==> src/rtl/multi_sel_collect_if.sv <==
`default_nettype none
// ============================================================================
//  Module   : multi_sel_collect_if
//  Purpose  : Bundles the product-stream input and the result handshake of
//             multi_sel_collect. The master side is the environment
//             (upstream producer plus result consumer). The slave side is
//             the collector itself.
//  Revision : 1.0 - initial release
// ============================================================================
interface multi_sel_collect_if #(
  parameter int IN_W  = 11,
  parameter int D_W   = 8,
  parameter int SUM_W = 13
);
  logic             in_grant;
  logic [IN_W-1:0]  in_data;
  logic             res_valid;
  logic             res_ready;
  logic [D_W-1:0]   res_d;
  logic [SUM_W-1:0] res_sum;
  logic             res_err;
  logic [7:0]       drop_cnt;
  logic [7:0]       abort_cnt;

  modport master (
    output in_grant, in_data, res_ready,
    input  res_valid, res_d, res_sum, res_err, drop_cnt, abort_cnt
  );

  modport slave (
    input  in_grant, in_data, res_ready,
    output res_valid, res_d, res_sum, res_err, drop_cnt, abort_cnt
  );
endinterface
`default_nettype wire

==> src/rtl/multi_sel_collect.sv <==
`default_nettype none
// ============================================================================
//  Module   : multi_sel_collect
//  Purpose  : Reassembles grant-framed groups of four product words
//             (d*1, d*3, d*7, d*8). Each group is checked for consistency
//             and summed (d*19). Results are queued in a first-word-fall-
//             through FIFO behind a valid/ready handshake.
//  Revision : 1.0 - initial release
// ============================================================================
module multi_sel_collect #(
  parameter int IN_W       = 11,
  parameter int D_W        = 8,
  parameter int SUM_W      = 13,
  parameter int FIFO_DEPTH = 4
) (
  input  wire logic          clk,
  input  wire logic          rst,   // asynchronous, active low
  multi_sel_collect_if.slave bus
);

  localparam int              PTR_W   = (FIFO_DEPTH > 1) ? $clog2(FIFO_DEPTH) : 1;
  localparam int              CNT_W   = PTR_W + 1;
  localparam logic [CNT_W-1:0] C_DEPTH = CNT_W'(FIFO_DEPTH);
  localparam logic [SUM_W-1:0] C_MUL3  = SUM_W'(3);
  localparam logic [SUM_W-1:0] C_MUL7  = SUM_W'(7);
  localparam logic [SUM_W-1:0] C_MUL8  = SUM_W'(8);

  typedef enum logic [1:0] {
    S_IDLE = 2'd0,
    S_P3   = 2'd1,
    S_P7   = 2'd2,
    S_P8   = 2'd3
  } state_t;

  state_t            state_q, state_d;
  logic [IN_W-1:0]   x1_q, x1_d, x3_q, x3_d, x7_q, x7_d;
  logic [7:0]        drop_q, drop_d, abort_q, abort_d;
  logic [PTR_W-1:0]  wr_ptr_q, wr_ptr_d, rd_ptr_q, rd_ptr_d;
  logic [CNT_W-1:0]  count_q, count_d;

  logic [D_W-1:0]    mem_d_q   [FIFO_DEPTH];
  logic [SUM_W-1:0]  mem_sum_q [FIFO_DEPTH];
  logic              mem_err_q [FIFO_DEPTH];

  logic              complete;
  logic              pop, push, full, drop;
  logic [SUM_W-1:0]  x1e, x3e, x7e, x8e;
  logic [SUM_W-1:0]  ent_sum;
  logic              ent_err;

  // The entry is built from the three captured words and the live x8 word.
  assign x1e     = SUM_W'(x1_q);
  assign x3e     = SUM_W'(x3_q);
  assign x7e     = SUM_W'(x7_q);
  assign x8e     = SUM_W'(bus.in_data);
  assign ent_sum = x1e + x3e + x7e + x8e;
  assign ent_err = (x1_q[IN_W-1:D_W] != '0)
                 | (x3e != x1e * C_MUL3)
                 | (x7e != x1e * C_MUL7)
                 | (x8e != x1e * C_MUL8);

  // Group framing FSM: a grant always restarts a group and may abort a partial one.
  always_comb begin
    state_d  = state_q;
    x1_d     = x1_q;
    x3_d     = x3_q;
    x7_d     = x7_q;
    abort_d  = abort_q;
    complete = 1'b0;
    if (bus.in_grant) begin
      x1_d    = bus.in_data;
      state_d = S_P3;
      if ((state_q != S_IDLE) && (abort_q != 8'hFF)) begin
        abort_d = abort_q + 8'd1;
      end
    end else begin
      case (state_q)
        S_P3: begin
          x3_d    = bus.in_data;
          state_d = S_P7;
        end
        S_P7: begin
          x7_d    = bus.in_data;
          state_d = S_P8;
        end
        S_P8: begin
          complete = 1'b1;
          state_d  = S_IDLE;
        end
        default: state_d = S_IDLE;
      endcase
    end
  end

  // FIFO bookkeeping: a pop frees the slot that a simultaneous push needs.
  always_comb begin
    pop      = (count_q != '0) & bus.res_ready;
    full     = (count_q == C_DEPTH);
    push     = complete & (~full | pop);
    drop     = complete & full & ~pop;
    wr_ptr_d = push ? wr_ptr_q + PTR_W'(1) : wr_ptr_q;
    rd_ptr_d = pop  ? rd_ptr_q + PTR_W'(1) : rd_ptr_q;
    count_d  = count_q;
    if (push && !pop) begin
      count_d = count_q + CNT_W'(1);
    end else if (pop && !push) begin
      count_d = count_q - CNT_W'(1);
    end
    drop_d = drop_q;
    if (drop && (drop_q != 8'hFF)) begin
      drop_d = drop_q + 8'd1;
    end
  end

  // Control and capture state, cleared asynchronously.
  always_ff @(posedge clk or negedge rst) begin
    if (!rst) begin
      state_q  <= S_IDLE;
      x1_q     <= '0;
      x3_q     <= '0;
      x7_q     <= '0;
      drop_q   <= '0;
      abort_q  <= '0;
      wr_ptr_q <= '0;
      rd_ptr_q <= '0;
      count_q  <= '0;
    end else begin
      state_q  <= state_d;
      x1_q     <= x1_d;
      x3_q     <= x3_d;
      x7_q     <= x7_d;
      drop_q   <= drop_d;
      abort_q  <= abort_d;
      wr_ptr_q <= wr_ptr_d;
      rd_ptr_q <= rd_ptr_d;
      count_q  <= count_d;
    end
  end

  // FIFO storage; contents are only observed while the count says they are valid.
  always_ff @(posedge clk) begin
    if (push) begin
      mem_d_q[wr_ptr_q]   <= x1_q[D_W-1:0];
      mem_sum_q[wr_ptr_q] <= ent_sum;
      mem_err_q[wr_ptr_q] <= ent_err;
    end
  end

  assign bus.res_valid = (count_q != '0);
  assign bus.res_d     = bus.res_valid ? mem_d_q[rd_ptr_q]   : '0;
  assign bus.res_sum   = bus.res_valid ? mem_sum_q[rd_ptr_q] : '0;
  assign bus.res_err   = bus.res_valid ? mem_err_q[rd_ptr_q] : 1'b0;
  assign bus.drop_cnt  = drop_q;
  assign bus.abort_cnt = abort_q;

endmodule
`default_nettype wire

==> src/flat_wrapper.sv <==
// flat-port wrapper written by rule: the top's interface ports become plain ports
module multi_sel_collect_flat 
#(
  parameter int IN_W       = 11,
  parameter int D_W        = 8,
  parameter int SUM_W      = 13,
  parameter int FIFO_DEPTH = 4
)
  (clk, rst, bus_in_grant, bus_in_data, bus_res_ready, bus_res_valid, bus_res_d, bus_res_sum, bus_res_err, bus_drop_cnt, bus_abort_cnt);
  multi_sel_collect_if #(.IN_W(IN_W), .D_W(D_W), .SUM_W(SUM_W)) bus_i ();
  input  wire logic clk;
  input  wire logic rst;
  input wire logic [$bits(bus_i.in_grant)-1:0] bus_in_grant;
  input wire logic [$bits(bus_i.in_data)-1:0] bus_in_data;
  input wire logic [$bits(bus_i.res_ready)-1:0] bus_res_ready;
  output wire logic [$bits(bus_i.res_valid)-1:0] bus_res_valid;
  output wire logic [$bits(bus_i.res_d)-1:0] bus_res_d;
  output wire logic [$bits(bus_i.res_sum)-1:0] bus_res_sum;
  output wire logic [$bits(bus_i.res_err)-1:0] bus_res_err;
  output wire logic [$bits(bus_i.drop_cnt)-1:0] bus_drop_cnt;
  output wire logic [$bits(bus_i.abort_cnt)-1:0] bus_abort_cnt;
  assign bus_i.in_grant = bus_in_grant;
  assign bus_i.in_data = bus_in_data;
  assign bus_i.res_ready = bus_res_ready;
  assign bus_res_valid = bus_i.res_valid;
  assign bus_res_d = bus_i.res_d;
  assign bus_res_sum = bus_i.res_sum;
  assign bus_res_err = bus_i.res_err;
  assign bus_drop_cnt = bus_i.drop_cnt;
  assign bus_abort_cnt = bus_i.abort_cnt;
  multi_sel_collect #(.IN_W(IN_W), .D_W(D_W), .SUM_W(SUM_W), .FIFO_DEPTH(FIFO_DEPTH)) u_core (.clk(clk), .rst(rst), .bus(bus_i));
endmodule
==> config.mk <==
export PLATFORM = sky130hd
export DESIGN_NAME = multi_sel_collect_flat
export DESIGN_NICKNAME = d
export VERILOG_FILES = /design/src/rtl/multi_sel_collect_if.sv /design/src/rtl/multi_sel_collect.sv /design/src/flat_wrapper.sv
export SDC_FILE = /design/constraint.sdc
export NUM_CORES = 1
export LEC_CHECK = 0
export CAP_MARGIN = 20
export CORE_MARGIN = 10
export CORE_UTILIZATION = 40
export CTS_BUF_LIST = sky130_fd_sc_hd__clkbuf_4
export DETAILED_ROUTE_END_ITERATION = 7
export PLACE_DENSITY = 0.6
export SETUP_SLACK_MARGIN = 0.2
export SYNTH_ARGS = -nofsm -noshare
export SYNTH_HDL_FRONTEND = slang
export SYNTH_SLANG_ARGS = --single-unit
==> constraint.sdc <==
create_clock -name clk -period 10.8 [get_ports clk]
set_input_delay 1.62 -clock clk [delete_from_list [all_inputs] [get_ports clk]]
set_output_delay 1.62 -clock clk [all_outputs]
set_load 0.01 [all_outputs]
==> impl_metrics.yaml, run 1 <==
clock_tree:
  cts_resized: 0
  clk_path_buf_depth: 2
  clkTransAtPathRegs_ps: 160
  cts.sinks: 146
  cts_tree: "yes"
  cts_buffers: 17
  htreeDepth: 4
  postCtsHoldBufs: 0
  post_cts_buffers: 0
  clock_latency_ps: 560
  root_buffer: "clkbuf_4"
timing:
  setup-violations-final: 0
  tightest_slew_ps: 1106
  slew_headroom_pct: 26.24
  period_minus_slack_ps: 4717
  skew_ps: 36.78
  grt_setup_unrepaired: "false"
  drv_slew: 0
  fin_ws_ps: 6083
  fmax_mhz: 212.0
  post-route-period-util_pct: 43.67
  setup_tns_ps: 0
  hold_viol: 0
setup_path:
  crit_chain: "fa_1 > ha_1 > fa_1 > xnor2_1 > nand2_1 > a2111oi_0 > and4_1 > nand4_1 > or4_1 > a2111oi_2 > o2111ai_1 > or3_1"
  r2r-end: "u_core.mem_err_q[1]"
  cp-end-kind: "flop"
  cp-start-kind: "flop"
  crit_path_max_fanout: 12
  crit_type: "flop to flop"
  critPathSlowestCell: "dfrtp_1"
  worst-r2r-setup-slack_ps: 6080
  arrival_ps: 4970
  worst_path_most_repeated_cell: "fa_1"
  required_ps: 11050
  regToRegStartpoint: "u_core.x1_q[2]"
  ff2ff_path_depth: 12
  critical_path.startpoint: "u_core.x1_q[2]"
  max_stage_delay_ps: 730
  endpoint: "u_core.mem_err_q[1]"
logic_synthesis:
  syn_area_per_cell_um2: 12.27
  synthArstFlopShare_pct: 39.73
  syn_nets: 781
  ys_seq_area_share_pct: 48.78
  synth_top_area_share_pct: 31.49
  synth_area_leader_cell: "edfxtp_1"
  synth.distinct_cells: 54
  synthTopCellsByArea: "edfxtp_1 (31%), dfrtp_1 (17%), ha_1 (8.3%), fa_1 (6.2%), mux4_2 (5.9%)"
  synth_seq_cells: 146
  netlist_area_mm2: 0.008392
  ys.flop_type: "edfxtp_1"
  synthCells: 684
  synth_edf_count: 88
  yosys_warnings: 0
placed_design:
  port-buffer-count: 53
  dp_hpwl_um: 14030
  pre_cts_ws_ps: 5752
  routabilityCongestion: 0.9096
power_and_ir_drop:
  power_leakage_nw: 3.855
  switchingPower_mw: 1.014
  ir_drop_v: 0.0001410
  internal_power_mw: 1.560
  switching_share_pct: 39.40
  clkPwrFrac_pct: 14.5
  p_seq_share_pct: 35.8
  power_density_mw_per_mm2: 269.0
  power_frac_comb_pct: 49.7
detailed_routing:
  post-route-drc-count: 0
  routed_wl_um: 18830
  wire_per_inst_um: 18.25
  viasPerCell: 5.245
  route.vias.total: 5413
  ant_nets: 0
  first_pass_iters: 5
  drt-initial-drc-count: 291
die:
  core_mm2: 0.02043
  die_w_um: 164.8
  die_area_mm2: 0.02717
  die_y_um: 164.8
  rows: 52
  initial_core_util_pct: 41.08
  ios: 54
final_layout:
  final_cell_mix: "edfxtp_1 (88), inv_1 (62), dfrtp_1 (58)"
  drive_above_1_share_pct: 10.25
  syn2layout_area_growth_pct: 14.03
  fin_nets: 845
  fillers: 1875
  final_common_cell: "edfxtp_1"
grt:
  grt_use_met1_pct: 18.27
  grt_start_max_net_pins: 59
  antenna_found_initial: 1
  use_met2_pct: 23.31
  top_usage_layer: "met2"
  use_met3_pct: 3.062
  grt_usage_pct: 14.19
  grt_pass1_vias: 5520
  globalRoute.totalOverflow: 0
  grt_pass1_wl_um: 29860
run_status:
  outcome: "finished, final reports clean"
run:
  drv_cap: 0
min_path:
  hold_class: "flop to flop"
==> metrics by stage <==
stage / instances / total power, mW / area (um2) / hold slack [ps] / utilization, %
4_1_cts: 1031 / 2.604 / 9567 / 507.8 / 46.83
2_1_floorplan: 684 / 1.771 / 8392 / 448.7 / -
5_1_grt: 1032 / 2.770 / 9569 / 518.0 / 46.84
3_5_place_dp: 999 / 2.223 / 9248 / 487.9 / 45.27
6_report: 1032 / 2.574 / 9569 / 509.1 / 46.84
3_3_place_gp: 999 / 2.179 / 9248 / 467.0 / 45.27
==> routing by layer <==
layer / wire length, um / vias up
met3: 956 / 24
met1: 8309 / 2687
met4: 381 / 0
li1: - / 2563
met5: 0 / -
met2: 9182 / 139
==> power by group through the flow <==
stage	logic [mW]	clock network, mW	registers (mW)
2_1_floorplan	0.876	0	0.895
6_report	1.28	0.374	0.921
3_3_place_gp	1.25	0	0.928
4_1_cts	1.29	0.389	0.923
3_5_place_dp	1.29	0	0.936
5_1_grt	1.42	0.415	0.934
==> logic make-up (layout without fill, tap and decap cells) <==
kind of cell,count (synthesis),after routing,share of synthesized area (%)
other,0,1,0
and+or+nand+nor,163,163,10.03
DFF,146,146,48.78
buffers and inverters,76,153,3.399
adders and majority gates,82,82,14.55
xor gates and xnor gates,67,67,7.082
muxes,36,36,7.738
AOI/OAI and AO/OA,114,114,8.409
==> cell usage after synthesis (2+ instances only) <==
master     count
mux4_2        22
dfrtp_1       58
a21o_1        13
o22ai_1        2
o21ai_0       42
o21a_1         8
and3_1         4
nor2b_1       10
nor3b_1        2
nand2_1       45
or3_1          5
a211oi_1       2
nor3_1        10
inv_1         62
xor2_1        21
fa_1          26
o41ai_1        2
nor2_1        25
a21oi_1       27
nor4b_1        2
nand4_1        7
buf_1          2
o2111ai_1      3
mux2_2        11
o21ai_1        2
or4_1          2
mux2i_1        3
ha_1          56
and2_1        26
nand2b_1       9
clkbuf_1      12
nand3_1       10
xnor2_1       45
edfxtp_1      88
==> final cells by class <==
type / count / area [um2] / area share [%]
antenna: 1 / 2.502 / 0.02615
clock buffer: 17 / 127.6 / 1.334
timing repair buffer: 59 / 570.5 / 5.962
sequential: 146 / 4094 / 42.78
multi-input combinational: 462 / 4013 / 41.93
inverter: 62 / 232.7 / 2.432
clock inverter: 15 / 191.4 / 2.001
tap: 270 / 337.8 / 3.530
==> worst min path at each step <==
stage | from | to | depth (start not counted)
floorplan | u_core.count_q[2] | u_core.count_q[2] | 1
global placement | u_core.count_q[2] | u_core.count_q[2] | 1
detailed placement | u_core.bus.abort_cnt[7] | u_core.bus.abort_cnt[7] | 1
CTS | u_core.bus.abort_cnt[7] | u_core.bus.abort_cnt[7] | 1
global route | u_core.bus.abort_cnt[6] | u_core.bus.abort_cnt[6] | 1
finish | u_core.bus.abort_cnt[6] | u_core.bus.abort_cnt[6] | 1
==> registers in the layout, summed over array words and instances, names as in the netlist, 4 cells and up <==
signal                flops
u_core.x7_q              11
u_core.x1_q              11
u_core.mem_err_q          4
u_core.bus.abort_cnt      8
u_core.mem_sum_q         52
u_core.x3_q              11
u_core.bus.drop_cnt       8
u_core.mem_d_q           32
==> critical path: cells and delay by family (launching register included) <==
| kind | cells | cell delay (ps) |
|---|---|---|
| DFF | 1 | 730 |
| xor gates and xnor gates | 1 | 250 |
| and+or+nand+nor | 5 | 1370 |
| AOI/OAI and AO/OA | 3 | 850 |
| adders and majority gates | 3 | 1200 |
Note: power is estimated with default switching activity, not from simulation.
==> run 2, diff against run 1 <==
==> constraint.sdc (replaced) <==
create_clock -name clk -period 4.6 [get_ports clk]
set_input_delay 0.69 -clock clk [delete_from_list [all_inputs] [get_ports clk]]
set_output_delay 0.69 -clock clk [all_outputs]
set_load 0.01 [all_outputs]
==> run 2 against run 1 <==
Against the previous run:
- sequential power up 140%
- worst setup slack got worse by 5700 ps
- fmax rose by 13%
- critical path type unchanged
- critical endpoint is now u_core.mem_sum_q[3][11]
==> impl_metrics.yaml, run 2 (synthesis results as in run 1) <==
run_status:
  outcome: "finished, final reports clean"
grt:
  grt_usage_pct: 14.05
  grt_pass1_wl_um: 30020
  antenna_found_initial: 1
  grt_pass1_vias: 5627
  grt_start_max_net_pins: 59
  globalRoute.totalOverflow: 0
timing:
  setup_tns_ps: 0
  skew_ps: 34.31
  setup-violations-final: 0
  drv_slew: 0
  grt_setup_unrepaired: "false"
  post-route-period-util_pct: 90.95
  fmax_mhz: 239.0
  slew_headroom_pct: 26.55
  period_minus_slack_ps: 4184
  tightest_slew_ps: 1102
  hold_viol: 0
  fin_ws_ps: 416.4
placed_design:
  dp_hpwl_um: 13860
  port-buffer-count: 53
  pre_cts_ws_ps: 188.3
  routabilityCongestion: 0.9188
setup_path:
  arrival_ps: 4470
  cp-start-kind: "flop"
  crit_path_max_fanout: 4
  crit_type: "flop to flop"
  crit_chain: "ha_1 > fa_1 > a21o_1 > a21oi_2 > nor2b_1 > o21a_1 > o41ai_4 > xnor2_1 > fa_1 > inv_1 > ha_1 > or3_1 > o21ai_0 > a21oi_1 > a21o_1 > a21oi_2 > xnor2_2"
  max_stage_delay_ps: 490
  required_ps: 4880
  cp-end-kind: "flop"
  critPathSlowestCell: "fa_1"
final_layout:
  largest_reg_flops: 52
  largestRegisters: "u_core.mem_sum_q x52, u_core.mem_d_q x32"
  fin_nets: 856
  final_common_cell: "edfxtp_1"
  drive_above_1_share_pct: 13.21
  final_cell_mix: "edfxtp_1 (88), inv_1 (62), dfrtp_1 (56)"
  syn2layout_area_growth_pct: 16.25
  finish.utilization_pct: 47.75
  largest-register: "u_core.mem_sum_q"
detailed_routing:
  wire_per_inst_um: 17.67
  drt-initial-drc-count: 282
  routed_wl_um: 18430
  post-route-drc-count: 0
  first_pass_iters: 4
  route.vias.total: 5394
  viasPerCell: 5.172
  ant_nets: 0
power_and_ir_drop:
  switching_share_pct: 38.69
  p_seq_share_pct: 35.5
  power.total_mw: 6.158
  switchingPower_mw: 2.383
  clkPwrFrac_pct: 15.3
  power_density_mw_per_mm2: 631.3
  ir_drop_v: 0.0002884
  power_leakage_nw: 3.952
  power_frac_comb_pct: 49.2
  internal_power_mw: 3.775
clock_tree:
  postCtsHoldBufs: 0
  cts_buffers: 17
  clock_latency_ps: 550
  root_buffer: "clkbuf_4"
  clk_path_buf_depth: 2
  clkTransAtPathRegs_ps: 160
  cts.sinks: 146
  cts_tree: "yes"
  htreeDepth: 4
die:
  die_w_um: 164.8
  rows: 52
  initial_core_util_pct: 41.08
  ios: 54
  die_area_mm2: 0.02717
  core_mm2: 0.02043
  die_y_um: 164.8
min_path:
  hold_class: "primary input to asynchronous set/reset pin"
run:
  drv_cap: 0
run 2: cell count changes in the layout (fill, tap and decap cells not counted), sizes merged:
cell / delta
bufinv: +1
clkinv: -2
buf: +11
inv: +2
clkinvlp: -1
run 2: power by group through the flow:
stage          clock network, mW  registers, mW  logic [mW]
4_1_cts                    0.970           2.19        2.98
3_5_place_dp                   0           2.22        2.96
3_3_place_gp                   0           2.20        2.89
5_1_grt                     1.03           2.22        3.40
2_1_floorplan                  0           2.10        2.06
6_report                   0.942           2.18        3.03
run 2: worst paths after layout:
path,to,slack [ps],startpoint,depth (start not counted)
worst max-delay path,u_core.mem_sum_q[3][11],420,u_core.x1_q[0],17
worst min-delay path,u_core.x1_q[10],280,rst,2
worst max register to register,u_core.mem_sum_q[3][11],420,u_core.x1_q[0],17
worst min register to register,u_core.count_q[2],510,u_core.count_q[2],1
max in group asynchronous,u_core.x1_q[1],3750,rst,2
min in group clk,u_core.count_q[2],510,u_core.count_q[2],1
run 2: cell type report:
type | instances | area, um2
Tap cell | 270 | 337.8
Timing Repair Buffer | 70 | 653.1
Clock buffer | 17 | 127.6
Antenna cell | 1 | 2.502
Clock inverter | 15 | 211.5
Inverter | 62 | 232.7
Fill cell | 1851 | 10670
Sequential cell | 146 | 4096
Multi-Input combinational cell | 462 | 4094
run 2: timing repair:
item | 4_1_cts | 5_1_grt
gates resized for setup | 3 | 14
setup buffers | 0 | 1
setup endpoints to repair | 8 | 12
gates cloned | 0 | 0
pin swaps | 0 | 6
run 2: critical path, delay by kind of cell, from the launching register on:
| kind | cells | cell delay (ps) |
|---|---|---|
| xor gates and xnor gates | 2 | 240 |
| DFF | 1 | 410 |
| and+or+nand+nor | 2 | 420 |
| buffers and inverters | 1 | 40 |
| adders and majority gates | 4 | 1350 |
| AOI/OAI and AO/OA | 8 | 1460 |
run 2: metrics by stage:
stage	hold slack [ps]	std cells	area [um2]
after floorplan	394.4	684	8392
final	278.9	1043	9756
after global placement	468.8	1009	9323
after global routing	306.1	1043	9756
after CTS	263.6	1041	9672
after detailed placement	480.0	1009	9323
run 2: layer usage:
metal / up-vias / GRT usage [%] / routed length [um]
met3: 14 / 2.489 / 697
met4: 0 / 3.663 / 213
met1: 2699 / 18.40 / 8293
met2: 102 / 23.55 / 9222
met5: - / 0 / 0
li1: 2579 / - / -
==> RTL edit 1: new RTL, config.mk and constraints of run 1 <==
`IN_W` is set to 11 in 3 places; all go to 9.
--- a/src/rtl/multi_sel_collect_if.sv
+++ b/src/rtl/multi_sel_collect_if.sv
@@ -9,5 +9,5 @@
 // ============================================================================
 interface multi_sel_collect_if #(
-  parameter int IN_W  = 11,
+  parameter int IN_W  = 9,
   parameter int D_W   = 8,
   parameter int SUM_W = 13
--- a/src/rtl/multi_sel_collect.sv
+++ b/src/rtl/multi_sel_collect.sv
@@ -9,5 +9,5 @@
 // ============================================================================
 module multi_sel_collect #(
-  parameter int IN_W       = 11,
+  parameter int IN_W       = 9,
   parameter int D_W        = 8,
   parameter int SUM_W      = 13,
--- a/src/flat_wrapper.sv
+++ b/src/flat_wrapper.sv
@@ -2,5 +2,5 @@
 module multi_sel_collect_flat 
 #(
-  parameter int IN_W       = 11,
+  parameter int IN_W       = 9,
   parameter int D_W        = 8,
   parameter int SUM_W      = 13,
Ports: changed (resized bus_in_data); port bits go from 54 to 52. No check against the original RTL was run, so the function may have changed too.
==> RTL edit 1 against run 1 <==
  * Utilization increased by 0.27 points
  * Sequential cell count decreased by 14
  * Final area decreased by 14%
  * Worst setup slack improved by 0.15 ns
  * Sequential power decreased by 9.3%
  * Power decreased by 16%
  * Area after synthesis decreased by 15%
  * Global-route usage decreased by 1.6 points
  * Wire length decreased by 23%
==> RTL edit 1: results (changes against run 1) <==
End of the worst register-to-register path: u_core.mem_sum_q[3][10]. For the via count of the first global-routing pass, the log shows 4581 (-17%). The buffering overhead was 0.06008 (+0.0004559); the final routed wire length divided by cell count was 17.13 µm (-6.1%). The count of input and output buffers came out at 49 (-7.5%).

The placed wire-length estimate is 10780 µm (-23%). The layout buffer count excluding clock buffers was 50 (-15%); the routed length on met1 was 6596 µm (-21%). The proportion of register bits with asynchronous set or reset after synthesis is 0.3939 (-0.003321). The logs give 0.1346 mV (-4.5%) for the peak supply drop and 0.453 (-0.044) for the power share of the combinational group. For the number of fill cells in the layout, the log shows 1585 (-15%). Total internal power: 1.357 mW (-13%). The logs give 816 (-18%) for the number of placed cells counting well taps and 7901 µm² (-15%) for the instance area at placement.

The run gives 53 (-10%) as the maximum number of pins on one net before global-route repair. The overall routing resource usage came out at 0.1260 (-0.01596). The relative area of clock buffers and inverters in the final design was 0.03675 (+0.003407); the fraction of met3 tracks used by global routing was 0.02873 (-0.001889). Ranked by total cell area, the synthesized netlist is headed by sky130_fd_sc_hd__edfxtp_1 (33%), sky130_fd_sc_hd__dfrtp_1 (18%), sky130_fd_sc_hd__ha_1 (8.4%), sky130_fd_sc_hd__mux4_2 (6.3%), sky130_fd_sc_hd__fa_1 (6.1%). The tools report the sequential-to-total area share from yosys stat as 0.5162 (+0.02837).

The worst hold path begins at u_core.count_q[2]. The logs give 2.155 mW (-16%) for the overall power of the completed layout and 552 (-19%) for the synthesized instance count. The routed length on met3 is 483 µm (-49%), and the register-to-register setup slack is 6.23 ns (+0.15 ns).

The logs give 45 (-17%) for the number of different library cells in the post-synthesis netlist and 0.02422 ns (-0.01255 ns) for the final clock skew. Ranked by instance count, the synthesized netlist is headed by sky130_fd_sc_hd__edfxtp_1 (80), sky130_fd_sc_hd__dfrtp_1 (52), sky130_fd_sc_hd__inv_1 (51). Total wire length: 14540 µm (-23%). The number of design-rule violations left by the first detailed-router iteration was 238 (-18%).

The fraction of layout instances using a drive strength above 1 came out at 0.1091 (+0.006653). The run gives 0.8547 (-6.0%) as the final weighted congestion of routability-driven global placement. For the number of tapcells, the log shows 225 (-17%).

The flow ran to the end, and the final reports show no timing, DRC or antenna violations. The clock latency on the worst-skew pair was 0.54 ns (-0.02 ns); the length in cells of the worst reg-to-reg path was 14 (+2). Worst slack after detailed placement: 5.848 ns (+0.09549 ns). The count of flip-flops with a built-in enable after synthesis is 80 (-9.1%).
==> RTL edit 1: worst max path at each step <==
| stage | endpoint | depth (start not counted) | slack (ns) | start |
|---|---|---|---|---|
| after CTS | u_core.mem_sum_q[3][10] | 14 | 6.25 | u_core.x1_q[1] |
| after detailed placement | u_core.mem_sum_q[0][10] | 12 | 5.85 | bus_in_data[2] |
| final | u_core.mem_sum_q[3][10] | 14 | 6.23 | u_core.x1_q[1] |
| after global placement | u_core.mem_sum_q[0][10] | 12 | 5.96 | bus_in_data[2] |
| after floorplan | u_core.mem_sum_q[0][10] | 11 | 6.64 | bus_in_data[2] |
| after global routing | u_core.mem_sum_q[3][10] | 14 | 5.93 | u_core.x1_q[1] |
==> RTL edit 1: cell families (layout without fill, tap and decap cells) <==
family,after synthesis,after routing,share of synthesized area
flops,132,132,0.5162
simple gates,125,125,0.09017
fa+ha+maj,70,70,0.1451
compound gates,67,67,0.05773
xor+xnor,65,65,0.07935
buf+inv,63,133,0.03401
mux,29,29,0.07691
other cells,1,3,0.0005227
==> RTL edit 2: new RTL, config.mk and constraints of run 1 <==
Made on the original files. The 4 states of `state_t` get a Gray code encoding in 2 bits.
--- a/src/rtl/multi_sel_collect.sv
+++ b/src/rtl/multi_sel_collect.sv
@@ -27,8 +27,8 @@
 
   typedef enum logic [1:0] {
-    S_IDLE = 2'd0,
-    S_P3   = 2'd1,
-    S_P7   = 2'd2,
-    S_P8   = 2'd3
+    S_IDLE = 2'b00,
+    S_P3   = 2'b01,
+    S_P7   = 2'b11,
+    S_P8   = 2'b10
   } state_t;
 
Check against the original RTL: no difference found for any inputs over 4 cycles, from zero or initial values and one cycle with rst low; so few cycles prove little.
==> RTL edit 2 against run 1 <==
  * Area after synthesis up 1.4%
  * Sequential share of layout area down 0.87 points
  * Final area up 2.1%
  * Synthesized cell count up 0.44%
  * Worst setup slack worse by 0.16 ns
  * Wire length about the same
  * Count of clock-buffer cells in the layout unchanged
  * Global-route usage down 0.51 points
  * Power down 3.8%
  * Worst hold slack worse by 0.0045 ns
  * Sequential cell count unchanged
  * Critical path depth up 2
  * Critical path type unchanged
  * Critical endpoint is now u_core.mem_sum_q[3][11]
  * Largest cell class is now multi-input gates
  * Highest routed layer unchanged
==> RTL edit 2: results (changes against run 1) <==
Final weighted congestion of routability-driven global placement: 0.9403 (+3.4%). For the number of different library cells in the post-synthesis netlist, the log shows 58 (+7.4%). The routed length on met1 came out at 8699 µm (+4.7%).

The maximum net fanout on the critical path is 10 (-2), and the leakage component of the power is 3.890 nW (+0.90%). The headroom to the max-slew limit is 0.2851 (+0.02271), and the met2 wirelength from detailed routing is 9189 µm (about the same). The run gives 1042 (+0.97%) as the number of standard cells in the layout, taps in and fillers out. The via count of the first global-routing pass is 5569 (+0.89%), and the fraction of layout instances using a drive strength above 1 is 0.1201 (+0.01761).

The overall routing resource usage came out at 0.1369 (-0.005075). The end point of the critical path was u_core.mem_sum_q[3][11]. The run gives 5.92 ns (-0.16 ns) as the register-to-register setup slack. Tracing the worst setup path back leads to its startpoint at u_core.x1_q[0]. By area the synthesized netlist is led by sky130_fd_sc_hd__edfxtp_1 (31%), sky130_fd_sc_hd__dfrtp_1 (17%), sky130_fd_sc_hd__ha_1 (7.6%), sky130_fd_sc_hd__fa_1 (6.1%), sky130_fd_sc_hd__mux4_2 (6.1%). The tools report the total number of vias as 5519 (+2.0%).

The run gives 0.1820 (-0.0007615) as the routing usage on met1. The final routed wire length divided by cell count was 18.08 µm (-0.92%); the sequential-to-total area share from yosys stat was 0.4811 (-0.006743). The worst hold path begins at u_core.bus.drop_cnt[5].

By count the netlist is led by sky130_fd_sc_hd__edfxtp_1 (88), sky130_fd_sc_hd__inv_1 (68), sky130_fd_sc_hd__dfrtp_1 (58). The global-route track usage on met2 is 0.2241 (-0.009066). The length in cells of the worst reg-to-reg path was 14 (+2).

The run gives 14170 µm (+1.0%) as the placed wire-length estimate. The flow ran to the end, and the final reports show no timing, DRC or antenna violations. The logs give 0.02769 (-0.002934) for the fraction of met3 tracks used by global routing and 30630 µm (+2.6%) for the first-pass GRT wire length. The net count after synthesis is 780 (-0.13%), and the data arrival time of the critical path is 5.14 ns (+0.17 ns). The kind of cell with the highest combined delay along the critical path is compound AO/OA/AOI/OAI gates. The run gives 713 µm (-25%) as the routed length on met3.

Final layout net count: 846 (+0.12%). Number of gates resized after cts: 0 (unchanged). The delay contributed by the slowest stage of the critical path is 0.53 ns (-0.20 ns), and the synthesized instance count is 687 (+0.44%).
-- RTL edit 2: changes by cell type in the layout (fill, tap and decap cells not counted), sizes merged, moves of 6 or more --
cell and delta:
mux2 +11, inv +7, xnor2 -11, o21a -6, o21ai -14, nor2 +8
-- RTL edit 2: layout make-up --
class                           instances  area [µm²]
Inverter                               68       255.2
Antenna cell                            1       2.502
Tap cell                              275       344.1
Timing Repair Buffer                   60       645.6
Fill cell                            1950       11190
Clock buffer                           17       127.6
Multi-Input combinational cell        460        4108
Clock inverter                         15       190.2
Sequential cell                       146        4094
-- RTL edit 2: logic make-up (layout without fill, tap and decap cells) --
group / Yosys count / after routing / share of synthesized area
mux: 45 / 45 / 0.08999
xor+xnor: 62 / 62 / 0.06734
fa+ha+maj: 78 / 78 / 0.1376
buf+inv: 81 / 160 / 0.03617
compound gates: 109 / 109 / 0.08425
flops: 146 / 146 / 0.4811
simple gates: 166 / 166 / 0.1035
other cells: 0 / 1 / 0
-- RTL edit 2: power by group --
| part | internal [mW] | leakage (nW) | switching [mW] |
|---|---|---|---|
| Combinational | 0.576 | 2.22 | 0.657 |
| Clock | 0.131 | 0.168 | 0.239 |
| Sequential | 0.784 | 1.51 | 0.0913 |
| Total | 1.49 | 3.89 | 0.987 |
-- RTL edit 2: stage by stage --
step / instance area [µm²] / setup slack, ns / utilization / hold slack (ns)
after floorplan: 8509 / 6.515 / - / 0.4482
after global placement: 9349 / 5.810 / 0.4461 / 0.4620
after detailed placement: 9447 / 5.702 / 0.4508 / 0.4886
after CTS: 9764 / 5.936 / 0.4660 / 0.5077
after global routing: 9767 / 5.531 / 0.4661 / 0.5165
final: 9767 / 5.919 / 0.4661 / 0.5047
